==> src/rtl/score_keeper.sv <==
// score_keeper
//   Tracks frog row progress, score, high score and level from the game state
//   and the button ticks. A shared double-dabble converter turns each value
//   into packed BCD digits for the UI text stage. Every value that changes has
//   a dirty flag. The converter serves these flags in priority order
//   score > hiscore > level.
//
// Build option: define SCORE_PENALTY_EN so that a down tick in PLAYING takes
//   ROW_POINTS off the score. The score saturates at 0.
//
// Ports
//   clk           in   system clock
//   reset         in   asynchronous, active-high reset
//   state[1:0]    in   game state: 0 MENU, 1 PLAYING, 2 DEAD, 3 WIN
//   btn_up_tick   in   one-cycle pulse, move up
//   btn_down_tick in   one-cycle pulse, move down
//   level_up      in   one-cycle pulse, frog reached the far side
//   score[9:0]    out  binary score
//   hiscore[9:0]  out  binary high score
//   level[6:0]    out  binary level
//   score_bcd     out  {hundreds,tens,ones} of score
//   hiscore_bcd   out  {hundreds,tens,ones} of hiscore
//   level_bcd     out  {tens,ones} of level
//   bcd_busy      out  converter is in SHIFT or DONE
//   conv_state    out  converter FSM state, exposed for debug
//
// Handshake: there is none. A *_bcd register is written in the single DONE
//   cycle. All of its digits are written together. bcd_busy falls on the
//   edge that performs the write.
module score_keeper #(
    parameter int MAX_ROW     = 14,
    parameter int ROW_POINTS  = 10,
    parameter int LEVEL_BONUS = 100,
    parameter int MAX_LEVEL   = 99,
    parameter int MAX_SCORE   = 999
) (
    input  logic        clk,
    input  logic        reset,
    input  logic [1:0]  state,
    input  logic        btn_up_tick,
    input  logic        btn_down_tick,
    input  logic        level_up,
    output logic [9:0]  score,
    output logic [9:0]  hiscore,
    output logic [6:0]  level,
    output logic [11:0] score_bcd,
    output logic [11:0] hiscore_bcd,
    output logic [7:0]  level_bcd,
    output logic        bcd_busy,
    output logic [1:0]  conv_state
);

    localparam logic [1:0] GS_MENU    = 2'd0;
    localparam logic [1:0] GS_PLAYING = 2'd1;

    localparam logic [1:0] C_IDLE  = 2'd0;
    localparam logic [1:0] C_SHIFT = 2'd1;
    localparam logic [1:0] C_DONE  = 2'd2;

    localparam logic [1:0] SEL_S = 2'd0;
    localparam logic [1:0] SEL_H = 2'd1;
    localparam logic [1:0] SEL_L = 2'd2;

    logic [3:0]  curr_y, max_y, curr_n, max_n;
    logic [9:0]  score_n, hiscore_n;
    logic [6:0]  level_n;
    logic        dirty_s, dirty_h, dirty_l;
    logic        clr_s, clr_h, clr_l;
    logic [1:0]  sel;
    logic [3:0]  cnt;
    logic [21:0] sh;   // {bcd[11:0], bin[9:0]}

    function automatic logic [9:0] sat_add(input logic [9:0] a, input int unsigned b);
        logic [10:0] sum;
        sum = {1'b0, a} + 11'(b);
        if (sum > 11'(MAX_SCORE)) return 10'(MAX_SCORE);
        return sum[9:0];
    endfunction

    // One double-dabble step: add 3 to each digit that is >= 5, then shift left.
    function automatic logic [21:0] dd_step(input logic [21:0] s);
        logic [21:0] t;
        t = s;
        for (int i = 0; i < 3; i++) begin
            if (t[10+4*i +: 4] >= 4'd5) t[10+4*i +: 4] = t[10+4*i +: 4] + 4'd3;
        end
        return {t[20:0], 1'b0};
    endfunction

    // Next-state logic for the game counters.
    always_comb begin
        curr_n  = curr_y;
        max_n   = max_y;
        score_n = score;
        level_n = level;
        if (state == GS_MENU) begin
            curr_n  = 4'd0;
            max_n   = 4'd0;
            score_n = 10'd0;
            level_n = 7'd1;
        end else if (level_up) begin
            // level_up takes priority over a tick in the same cycle.
            curr_n  = 4'd0;
            max_n   = 4'd0;
            level_n = (level >= 7'(MAX_LEVEL)) ? 7'(MAX_LEVEL) : level + 7'd1;
            score_n = sat_add(score, LEVEL_BONUS);
        end else if (state == GS_PLAYING && (btn_up_tick ^ btn_down_tick)) begin
            if (btn_up_tick) begin
                if (curr_y < 4'(MAX_ROW)) curr_n = curr_y + 4'd1;
                if (curr_n > max_y) begin
                    max_n   = curr_n;
                    score_n = sat_add(score, ROW_POINTS);
                end
            end else begin
                if (curr_y != 4'd0) curr_n = curr_y - 4'd1;
`ifdef SCORE_PENALTY_EN
                // maxY stays put, so climbing this row again awards no points.
                score_n = (score >= 10'(ROW_POINTS)) ? score - 10'(ROW_POINTS) : 10'd0;
`endif
            end
        end
    end

    // Compare against the registered score. The high score therefore lags by one cycle.
    assign hiscore_n = (score > hiscore) ? score : hiscore;

    // The flag cleared when IDLE picks a value. A change in the same cycle sets it again.
    assign clr_s = (conv_state == C_IDLE) && dirty_s;
    assign clr_h = (conv_state == C_IDLE) && !dirty_s && dirty_h;
    assign clr_l = (conv_state == C_IDLE) && !dirty_s && !dirty_h && dirty_l;

    assign bcd_busy = (conv_state != C_IDLE);

    always_ff @(posedge clk or posedge reset) begin
        if (reset) begin
            curr_y  <= 4'd0;
            max_y   <= 4'd0;
            score   <= 10'd0;
            hiscore <= 10'd0;
            level   <= 7'd1;
        end else begin
            curr_y  <= curr_n;
            max_y   <= max_n;
            score   <= score_n;
            hiscore <= hiscore_n;
            level   <= level_n;
        end
    end

    always_ff @(posedge clk or posedge reset) begin
        if (reset) begin
            dirty_s     <= 1'b0;
            dirty_h     <= 1'b0;
            dirty_l     <= 1'b0;
            conv_state  <= C_IDLE;
            sel         <= SEL_S;
            cnt         <= 4'd0;
            sh          <= 22'd0;
            score_bcd   <= 12'h000;
            hiscore_bcd <= 12'h000;
            level_bcd   <= 8'h01;
        end else begin
            dirty_s <= (score_n != score) | (dirty_s & ~clr_s);
            dirty_h <= (hiscore_n != hiscore) | (dirty_h & ~clr_h);
            dirty_l <= (level_n != level) | (dirty_l & ~clr_l);
            case (conv_state)
                C_IDLE: begin
                    cnt <= 4'd0;
                    if (dirty_s) begin
                        sel        <= SEL_S;
                        sh         <= {12'd0, score};
                        conv_state <= C_SHIFT;
                    end else if (dirty_h) begin
                        sel        <= SEL_H;
                        sh         <= {12'd0, hiscore};
                        conv_state <= C_SHIFT;
                    end else if (dirty_l) begin
                        sel        <= SEL_L;
                        sh         <= {12'd0, 3'd0, level};
                        conv_state <= C_SHIFT;
                    end
                end
                C_SHIFT: begin
                    sh  <= dd_step(sh);
                    cnt <= cnt + 4'd1;
                    if (cnt == 4'd9) conv_state <= C_DONE;
                end
                C_DONE: begin
                    case (sel)
                        SEL_S:   score_bcd   <= sh[21:10];
                        SEL_H:   hiscore_bcd <= sh[21:10];
                        default: level_bcd   <= sh[17:10];
                    endcase
                    conv_state <= C_IDLE;
                end
                default: conv_state <= C_IDLE;
            endcase
        end
    end

endmodule

==> config.mk <==
export PLATFORM = sky130hd
export DESIGN_NAME = score_keeper
export DESIGN_NICKNAME = d
export VERILOG_FILES = /design/src/rtl/score_keeper.sv
export SDC_FILE = /design/constraint.sdc
export NUM_CORES = 1
export LEC_CHECK = 0
export CAP_MARGIN = 20
export CORE_ASPECT_RATIO = 1.75
export CORE_MARGIN = 10
export CORE_UTILIZATION = 57
export CTS_CLUSTER_SIZE = 16
export DETAILED_ROUTE_END_ITERATION = 8
export GPL_TIMING_DRIVEN = 0
export PLACE_DENSITY = 0.84
export SYNTH_ARGS = -nofsm -noshare
export SYNTH_HDL_FRONTEND = slang
export SYNTH_SLANG_ARGS = --single-unit
==> constraint.sdc <==
create_clock -name clk -period 4.2 [get_ports clk]
set_clock_uncertainty 0.05 [all_clocks]
set_input_delay 0.84 -clock clk [delete_from_list [all_inputs] [get_ports clk]]
set_output_delay 0.84 -clock clk [all_outputs]
set_load 0.005 [all_outputs]
==> qor.txt, run 1 <==
Clock buffer count from CTS = 9
CP delay by family, top = compound AO/OA/AOI/OAI gates
Crit start category = flip-flop
GPL Wtd Cong = 0.9447
Async S/R FF share, synth = 1.000
RSZ-0062 raised after global routing = no
Crit. End Element = flip-flop
Setup slack after layout = 472.9 ps
Clock Latency Late Sink = 350 ps
First-pass DRT Iterations = 5
Fin area = 7492 µm²
Post-route ant nets = 0
Fill cell count = 836
Synthesized area per cell = 8.883 µm²
Min-delay worst type = flip-flop to flip-flop
Clock power share = 0.224
Logic pwr share = 0.426
Post-Syn Instances = 713
Initial antenna violation count = 0
R2r startpoint = score[2]
DP Cell Count = 910
PortBufs = 66
Endpoints failing setup = 0
# rows = 50
Total GRT Usage = 0.2653
Detailed Route WL = 21.16 mm
Worst setup endpoint = dirty_s
Max Root-Sink Buffers = 2
H-tree levels = 3
Layout cell share with drive strength beyond 1 = 0.09536
Largest net degree at the start of global routing = 76
Leakage = 3.268 nW
Pwr/cell area = 502.4 nW/µm²
Root buf cell = clkbuf_16
Post-synth cell types = 72
Critical path fanouts, max = 11
Period minus WS final = 3727 ps
Die Span X = 99.69 µm
Crit path max-delay cell type = dfrtp_1
DRC Markers = 0
Setup Buffers After CTS = 0
Via count = 5981
Reg2Reg Setup Slack = 470 ps
Critical path's largest stage delay = 650 ps
Resized cells post-CTS = 0
Fmax = 0.2683 GHz
MaxCap Viol Count = 0
Mapped Area = 6334 µm²
Multi-input gate area = 3488 µm²
Net Sw Frac = 0.3893
Slew @ Worst Pin = 873.4 ps
Die area = 15890 µm²
Clock-pin slew on the worst setup and hold paths = 70 ps
Syn_nets = 752
Vias in the first global route = 6260
Psw = 0.001465 W
DR vias/cell = 6.452
Pre-CTS worst setup slack = 549.5 ps
Non-Filler Instances = 927
Area growth from synthesis to layout = 18.29%
Endpoint required time on the critical path = 4360 ps
R2R depth = 11
Placed Area = 7187 µm²
Final nets = 831
Antenna fix cells = 0
Cell Int Power = 0.002299 W
DP Wirelength = 15.93 mm
Top post-synthesis cells by area = dfrtp_1 39%, ha_1 6.3%, mux2_2 5.2%
Flop pwr share = 0.350
Outcome = finished, final reports clean
Largest area contributor in the netlist = dfrtp_1
I/O pin count = 69
Hold_buf cts = 0
Worst path depth = 11
Core Footprint = 10760 µm²
CP cell instances = clkbuf_1 -> inv_1 -> ha_1 -> a21oi_1 -> a31o_2 -> nor4_1 -> a31oi_2 -> o22ai_2 -> o22ai_1 -> o31ai_1 -> nand3_1
Final Max Slew Viols = 0
Register Area = 2505 µm²
Worst path bufs/invs = 2
Crit path DAT = 3890 ps
Most used DFF post-synth = dfrtp_1
First-pass GRT wire length = 33.44 mm
Max VDD drop = 0.3837 mV
Pwr Total = 0.003764 W
Wire per inst = 22.82 µm
Post-synthesis register bit count = 100
Max-slew headroom = 0.4095
Initial Utilization = 0.5886
CP startpoint = score[2]
CTS tree = yes
DIE HEIGHT = 159.4 µm
Grt ovf = 0
Initial drt markers = 440
Fin crit share = 0.8874
Final core occ = 0.6963
RR Endpoint = dirty_s
Crit Path Class = flip-flop to flip-flop
Share of the synthesized area in the top cell type = 0.3872
Sinks on Clock Net = 100
Register area share after synthesis = 0.3955
Final Hold Viols = 0
Synth Warn # = 0
EDFF count, synth = 0
[cell usage after synthesis, drive strengths merged (5+ instances only)]
cell type and number:
dfrtp 98, nand2 86, o21ai 62, a21oi 59, nor2 46, inv 35
clkbuf 32, ha 32, mux2 29, nand3 21, nor3 16, buf 14
xnor2 14, a21o 9, mux2i 9, nor2b 9, xor2 9, nand2b 8
o22ai 8, a221oi 7, nor3b 7, nand4 6, o211ai 6, o31ai 6
a211oi 5, a22o 5, a31oi 5, nor4 5, o21a 5, or3 5
[through the flow]
step / setup TNS (ps) / hold WS (ps)
floorplan: 0 / 394.0
detailed placement: 0 / 416.2
finish: 0 / 430.4
global route: 0 / 444.8
global placement: -58870 / 410.6
CTS: 0 / 430.0
[registers in the layout, summed over array words and instances (netlist names), 2 cells and up]
| signal | cells |
|---|---|
| level | 7 |
| score_bcd | 12 |
| curr_y | 4 |
| cnt | 4 |
| score | 10 |
| sh | 22 |
| conv_state | 2 |
| hiscore | 10 |
| max_y | 4 |
| hiscore_bcd | 12 |
| sel | 2 |
| level_bcd | 8 |
[worst min path at each step]
stage	cells past startpoint	from	endpoint	slack, ps
floorplan	1	sh[6]	sh[6]	390
global placement	1	sh[3]	sh[3]	410
detailed placement	1	sh[5]	sh[5]	420
CTS	1	sh[5]	sh[5]	430
finish	1	sh[5]	sh[5]	430
global route	1	sh[2]	sh[2]	440
[cells in the final DEF (no fill, tap or decap), drive strengths merged, types with 5 or more instances in the layout]
cell type       n
dfrtp          98
nand2          86
clkdlybuf4s50  66
o21ai          62
a21oi          59
nor2           46
clkbuf         43
inv            37
ha             32
mux2           29
nand3          21
nor3           16
buf            16
xnor2          14
nor2b           9
xor2            9
a21o            9
mux2i           9
nand2b          8
o22ai           8
nor3b           7
a221oi          7
o31ai           6
nand4           6
o211ai          6
nor4            5
o21a            5
or3             5
a211oi          5
a22o            5
a31oi           5
[cells by family after synthesis]
group                      count (synthesis)  synth area share
AOI/OAI and AO/OA                        209            0.2163
adders and majority gates                 32           0.06322
and+or+nand+nor                          230            0.1736
buffers and inverters                     81           0.05374
muxes                                     38           0.06578
xor gates and xnor gates                  23           0.03181
DFF                                      100            0.3955
[power groups by stage]
stage	Combinational, W	Clock [W]	Sequential, W
2_1_floorplan	0.000978	0	0.00127
3_3_place_gp	0.00154	0	0.00132
3_5_place_dp	0.00157	0	0.00133
4_1_cts	0.00159	0.000848	0.00131
5_1_grt	0.00176	0.000878	0.00133
6_report	0.00160	0.000843	0.00132
[per-layer routing]
layer / GRT usage / share of wire / vias up
met5: 0 / 0 / -
met4: 0.1918 / 0.065 / 0
met2: 0.4959 / 0.57 / 261
li1: - / - / 2713
met3: 0.04123 / 0.047 / 83
met1: 0.2453 / 0.32 / 2924
[cell type report]
| class | instances | share of cell area |
|---|---|---|
| Buffer | 46 | 0.02789 |
| Clock buffer | 11 | 0.03240 |
| Clock inverter | 5 | 0.007682 |
| Timing Repair Buffer | 68 | 0.09252 |
| Multi-Input combinational cell | 532 | 0.4656 |
| Inverter | 35 | 0.01787 |
| Sequential cell | 100 | 0.3343 |
| Tap cell | 130 | 0.02171 |
(Power assumes the default switching activity.)
==> inputs of run 2 (changes only) <==
==> constraint.sdc (replaced) <==
create_clock -name clk -period 3.8 [get_ports clk]
set_clock_uncertainty 0.05 [all_clocks]
set_input_delay 0.76 -clock clk [delete_from_list [all_inputs] [get_ports clk]]
set_output_delay 0.76 -clock clk [all_outputs]
set_load 0.005 [all_outputs]
==> qor.txt, run 2 (synthesis gave the netlist of run 1 again) <==
Leakage = 3.273 nW (+0.14%)
Period minus WS final = 3622 ps (-105.3 ps)
Crit Path Class = flip-flop to flip-flop
Initial Utilization = 0.5886 (unchanged)
Grt ovf = 0 (unchanged)
CTS tree = yes
RSZ-0062 raised after global routing = no
R2r startpoint = score[3]
Clock-pin slew on the worst setup and hold paths = 60 ps (about the same)
Hold Path Depth = 1 (unchanged)
Die area = 15890 µm² (unchanged)
Clock buffer count from CTS = 9 (unchanged)
Reg2Reg Setup Slack = 180 ps (-290 ps)
First-pass GRT wire length = 33.44 mm (unchanged)
Commonest non-fill, non-tap cells in the layout = 98 x dfrtp_1, 85 x nand2_1, 66 x clkdlybuf4s50_1
Total GRT Usage = 0.2653 (unchanged)
Setup TNS = 0 ps (unchanged)
DRC Markers = 0 (unchanged)
# rows = 50 (unchanged)
Min-delay worst type = flip-flop to flip-flop
Vias in the first global route = 6260 (unchanged)
RR Endpoint = dirty_s
Fill cell count = 833 (-0.36%)
Register Area = 2505 µm² (unchanged)
Final nets = 831 (unchanged)
Max Root-Sink Buffers = 2 (unchanged)
First-pass DRT Iterations = 6 (+1)
Crit start category = flip-flop
Core Footprint = 10760 µm² (unchanged)
MaxCap Viol Count = 0 (unchanged)
Hold Path Origin = sh[5]
H-tree levels = 3 (unchanged)
Wire per inst = 22.74 µm (-0.36%)
Slew @ Worst Pin = 856.7 ps (-16.65 ps)
Final Hold Viols = 0 (unchanged)
Max reg flops = 22 (unchanged)
Area growth from synthesis to layout = 18.43%
Max-slew headroom = 0.4208 (+0.01126)
DP Wirelength = 15.93 mm (unchanged)
Layout cell share with drive strength beyond 1 = 0.09661 (+0.001255)
Outcome = finished, final reports clean
Initial antenna violation count = 0 (unchanged)
Multi-input gate area = 3496 µm² (+0.22%)
DR vias/cell = 6.434 (-0.28%)
Clock Latency Late Sink = 350 ps (about the same)
R2R depth = 12 (+1)
Largest regs = sh: 22 flops, hiscore_bcd: 12 flops, score_bcd: 12 flops
Largest Register = sh
Initial drt markers = 423 (-3.9%)
Pwr Total = 0.004166 W (+11%)
Pwr/cell area = 555.4 nW/µm² (+11%)
Detailed Route WL = 21.08 mm (-0.36%)
PortBufs = 66 (unchanged)
Endpoints failing setup = 0 (unchanged)
Endpoint required time on the critical path = 3960 ps (-400 ps)
Fmax = 0.2761 GHz (+2.9%)
Crit path DAT = 3780 ps (-110 ps)
Post-route ant nets = 0 (unchanged)
Die Span X = 99.69 µm (unchanged)
Antenna fix cells = 0 (unchanged)
Fin crit share = 0.9531 (+0.06571)
I/O pin count = 69 (unchanged)
Most common cell after layout, fill and taps aside = dfrtp_1
Max VDD drop = 0.4280 mV (+12%)
Critical path fanouts, max = 10 (-1)
Crit. End Element = flip-flop
Root buf cell = clkbuf_16
Largest net degree at the start of global routing = 76 (unchanged)
Final core occ = 0.6971 (+0.0008140)
DIE HEIGHT = 159.4 µm (unchanged)
Via count = 5964 (-0.28%)
Final Max Slew Viols = 0 (unchanged)
GPL Wtd Cong = 0.9447 (unchanged)
Hold Path End = sh[5]
Sinks on Clock Net = 100 (unchanged)
[run 2: cell counts in the layout (fill, tap and decap cells not counted)]
Identical to the previous run, type by type.
[run 2: report_power, final]
part	leakage (nW)	internal (W)	switching, W
registers	1.31	0.00124	0.000221
clock network	0.150	0.000531	0.000401
logic	1.81	0.000775	0.00100
total	3.27	0.00254	0.00162
[run 2: layout make-up]
cell class / count / area share
sequential: 100 / 0.3339
clock inverter: 5 / 0.007673
clock buffer: 11 / 0.03236
inverter: 35 / 0.01785
timing repair buffer: 68 / 0.09241
multi-input combinational: 532 / 0.4661
tap: 130 / 0.02168
buffer: 46 / 0.02802
[run 2: worst max-delay path: stages, from the launching register on]
cell,delay [ps]
dfrtp_1,510
buf_6,210
buf_2,200
inv_1,130
ha_1,300
a21oi_4,140
nor3_1,620
a21oi_1,190
a31oi_4,330
a221o_1,190
a21oi_1,130
nor4_1,350
nand3_1,130
[run 2: metrics by stage]
stage / setup WS, ps / cell area (µm²) / cells / hold WS [ps]
2_1_floorplan: 374.5 / 6334 / 713 / 394.0
3_3_place_gp: -929.7 / 7157 / 909 / 410.6
3_5_place_dp: 149.5 / 7187 / 910 / 416.2
4_1_cts: 148.3 / 7487 / 926 / 430.0
5_1_grt: 61.19 / 7501 / 927 / 444.8
6_report: 178.1 / 7501 / 927 / 428.4
[run 2: timing repair]
item                       in CTS  in global routing
hold buffers                    0                  0
setup endpoints to repair       0                  2
setup buffers                   0                  0
gates resized for setup         0                  3
[run 2: per-layer routing]
metal | global-route usage | up-vias | routed length [µm]
li1 | - | 2711 | -
met1 | 0.2453 | 2878 | 6726
met4 | 0.1918 | 0 | 1422
met5 | 0 | - | 0
met2 | 0.4959 | 283 | 11880
met3 | 0.04123 | 92 | 1048
[run 2: worst max-delay path by stage]
stage,from,end,slack (ps),depth (start not counted)
after floorplan,reset,cnt[0],370,1
after global placement,reset,score[0],-930,2
after detailed placement,score[2],dirty_s,150,11
after CTS,score[2],dirty_s,150,11
after global routing,score[3],score[5],60,12
final,score[3],dirty_s,180,12
==> inputs of run 3 (changes only) <==
--- a/config.mk
+++ b/config.mk
@@ -8,11 +8,11 @@
 export CAP_MARGIN = 20
 export CORE_ASPECT_RATIO = 1.75
 export CORE_MARGIN = 10
-export CORE_UTILIZATION = 57
+export CORE_UTILIZATION = 52
 export CTS_CLUSTER_SIZE = 16
 export DETAILED_ROUTE_END_ITERATION = 8
 export GPL_TIMING_DRIVEN = 0
-export PLACE_DENSITY = 0.84
+export PLACE_DENSITY = 0.81
 export SYNTH_ARGS = -nofsm -noshare
 export SYNTH_HDL_FRONTEND = slang
 export SYNTH_SLANG_ARGS = --single-unit
==> constraint.sdc (replaced) <==
create_clock -name clk -period 3.3 [get_ports clk]
set_clock_uncertainty 0.05 [all_clocks]
set_input_delay 0.66 -clock clk [delete_from_list [all_inputs] [get_ports clk]]
set_output_delay 0.66 -clock clk [all_outputs]
set_load 0.1 [all_outputs]
==> qor.txt, run 3 (synthesis gave the netlist of run 1 again) <==
Largest net degree at the start of global routing = 43 (-43%)
H-tree levels = 3 (unchanged)
Post-Route M1 WL = 7.267 mm (+8.0%)
# rows = 53 (+6.0%)
Hold_buf cts = 0 (unchanged)
Period minus WS final = 3214 ps (-407.9 ps)
DR vias/cell = 6.264 (-2.6%)
Commonest non-fill, non-tap cells in the layout = 94 x dfrtp_1, 85 x nand2_1, 65 x clkdlybuf4s50_1
First-pass GRT wire length = 33.69 mm (+0.76%)
I/O pin count = 69 (unchanged)
Die area = 17170 µm² (+8.0%)
Final Hold Viols = 0 (unchanged)
GPL Wtd Cong = 0.9967 (+5.5%)
PortBufs = 66 (unchanged)
DP Wirelength = 16.05 mm (+0.73%)
Crit start category = flip-flop
Max reg flops = 22 (unchanged)
Top Metal Used = met4
Largest regs = sh: 22 flops, hiscore_bcd: 12 flops, score_bcd: 12 flops
Placed Area = 7246 µm² (+0.82%)
Sinks on Clock Net = 100 (unchanged)
Hold Path Depth = 1 (unchanged)
Crit Path Class = flip-flop to flip-flop
Initial Utilization = 0.5277 (-0.06093)
RSZ-0062 raised after global routing = yes
Critical path fanouts, max = 10 (unchanged)
R2R depth = 10 (-2)
Reg2Reg Setup Slack = 90 ps (-90 ps)
Crit path max-delay cell type = dfrtp_2
Layout cell share with drive strength beyond 1 = 0.1242 (+0.02761)
Area growth from synthesis to layout = 21.75%
Pwr Total = 0.006131 W (+47%)
Slew @ Worst Pin = 991.3 ps (+134.6 ps)
Root buf cell = clkbuf_16
Core Footprint = 12000 µm² (+12%)
Pwr/cell area = 795.1 nW/µm² (+43%)
Hold Path End = sh[2]
Setup TNS = 0 ps (unchanged)
Leakage = 3.314 nW (+1.3%)
Final Max Slew Viols = 0 (unchanged)
Final core occ = 0.6424 (-0.05464)
Max VDD drop = 0.5147 mV (+20%)
Post-route ant nets = 0 (unchanged)
Endpoint required time on the critical path = 3460 ps (-500 ps)
Largest Register = sh
R2r startpoint = score[1]
Detailed Route WL = 21.45 mm (+1.8%)
Most common cell after layout, fill and taps aside = dfrtp_1
Clock-pin slew on the worst setup and hold paths = 80 ps (+20 ps)
CTS tree = yes
Fin area = 7711 µm² (+2.8%)
Crit path DAT = 3380 ps (-400 ps)
Crit. End Element = flip-flop
Fill cell count = 1012 (+21%)
Met2 WL post-DR = 11.78 mm (-0.82%)
Total GRT Usage = 0.2522 (-0.01309)
Final nets = 839 (+0.96%)
Worst path bufs/invs = 2 (-1)
Critical path's largest stage delay = 550 ps (-70 ps)
Antenna fix cells = 0 (unchanged)
Max Root-Sink Buffers = 2 (unchanged)
Vias in the first global route = 6236 (-0.38%)
RR Endpoint = dirty_s
DRC Markers = 0 (unchanged)
DIE HEIGHT = 166.0 µm (+4.1%)
Endpoints failing setup = 0 (unchanged)
Grt ovf = 0 (unchanged)
Outcome = finished, final reports clean
Met3 routed wirelength = 1.098 mm (+4.8%)
Hold Path Origin = sh[2]
Via count = 6076 (+1.9%)
Fin crit share = 0.9739 (+0.02081)
Clock buffer count from CTS = 9 (unchanged)
CP cell instances = clkbuf_4 -> inv_1 -> ha_1 -> or3_1 -> a211o_1 -> a32o_2 -> a31oi_1 -> a21oi_1 -> nor4_2 -> nand3_1
Initial drt markers = 436 (+3.1%)
Die Span X = 103.4 µm (+3.8%)
First-pass DRT Iterations = 5 (-1)
Max-slew headroom = 0.3298 (-0.09100)
Wire per inst = 22.11 µm (-2.8%)
Clock Latency Late Sink = 350 ps (about the same)
Min-delay worst type = flip-flop to flip-flop
MaxCap Viol Count = 0 (unchanged)
Fmax = 0.3111 GHz (+13%)
CP delay by family, top = compound AO/OA/AOI/OAI gates
Initial antenna violation count = 0 (unchanged)
run 3: cell count changes in the layout (fill, tap and decap cells not counted), sizes merged:
| cell | before | now |
|---|---|---|
| clkdlybuf4s50 | 66 | 65 |
| clkinv | 2 | 1 |
| inv | 37 | 38 |
| clkinvlp | 0 | 1 |
| dlymetal6s2s | 0 | 1 |
| buf | 16 | 23 |
run 3: worst max-delay path by stage:
stage / slack (ps) / to / depth (start not counted) / from
floorplan: -80 / dirty_s / 11 / score[2]
finish: 90 / dirty_s / 10 / score[1]
detailed placement: -640 / dirty_s / 11 / score[2]
CTS: 10 / dirty_s / 12 / score[3]
global route: -30 / dirty_s / 11 / score[2]
global placement: -630 / dirty_s / 11 / score[2]
run 3: metrics by stage:
step / std cells / setup WS (ps) / hold slack, ps
floorplan: 713 / -82.51 / 394.0
global placement: 944 / -626.5 / 409.3
detailed placement: 946 / -635.8 / 416.6
CTS: 963 / 10.34 / 431.7
global route: 970 / -33.12 / 449.2
finish: 970 / 86.01 / 437.6
run 3: repair_timing:
item	CTS	global route
pin swaps	1	4
buffers inserted	1	6
resized for setup	9	14
setup endpoints to repair	8	8
run 3: routing by layer:
metal  GRT usage  vias to the layer above
li1            -                     2723
met3     0.03665                       91
met4      0.1617                        0
met2      0.4516                      252
met5           0                        -
met1      0.2587                     3010
run 3: area by class of cell:
cell class	instances	area [µm²]	share of cell area
clock buffers	10	239.0	0.03099
plain buffers	46	220.2	0.02856
well taps	165	206.4	0.02677
inverters	35	135.1	0.01752
clock inverters	6	78.83	0.01022
flip-flops and latches	100	2510	0.3255
multi-input cells	532	3561	0.4618
repair buffers	76	760.7	0.09865
run 3: report_power, final:
part           internal [W]  switching, W
Clock              0.000627      0.000502
Combinational      0.000932       0.00239
Sequential          0.00143      0.000259
Total               0.00298       0.00315
run 3: worst reg2reg max path: cells and delay by family (launching register included):
kind,cells,cell delay (ps)
flip-flops,1,550
AND/OR/NAND/NOR,3,800
adder cells (fa/ha/maj),1,390
buffers and inverters,2,440
AO/OA/AOI/OAI,4,860
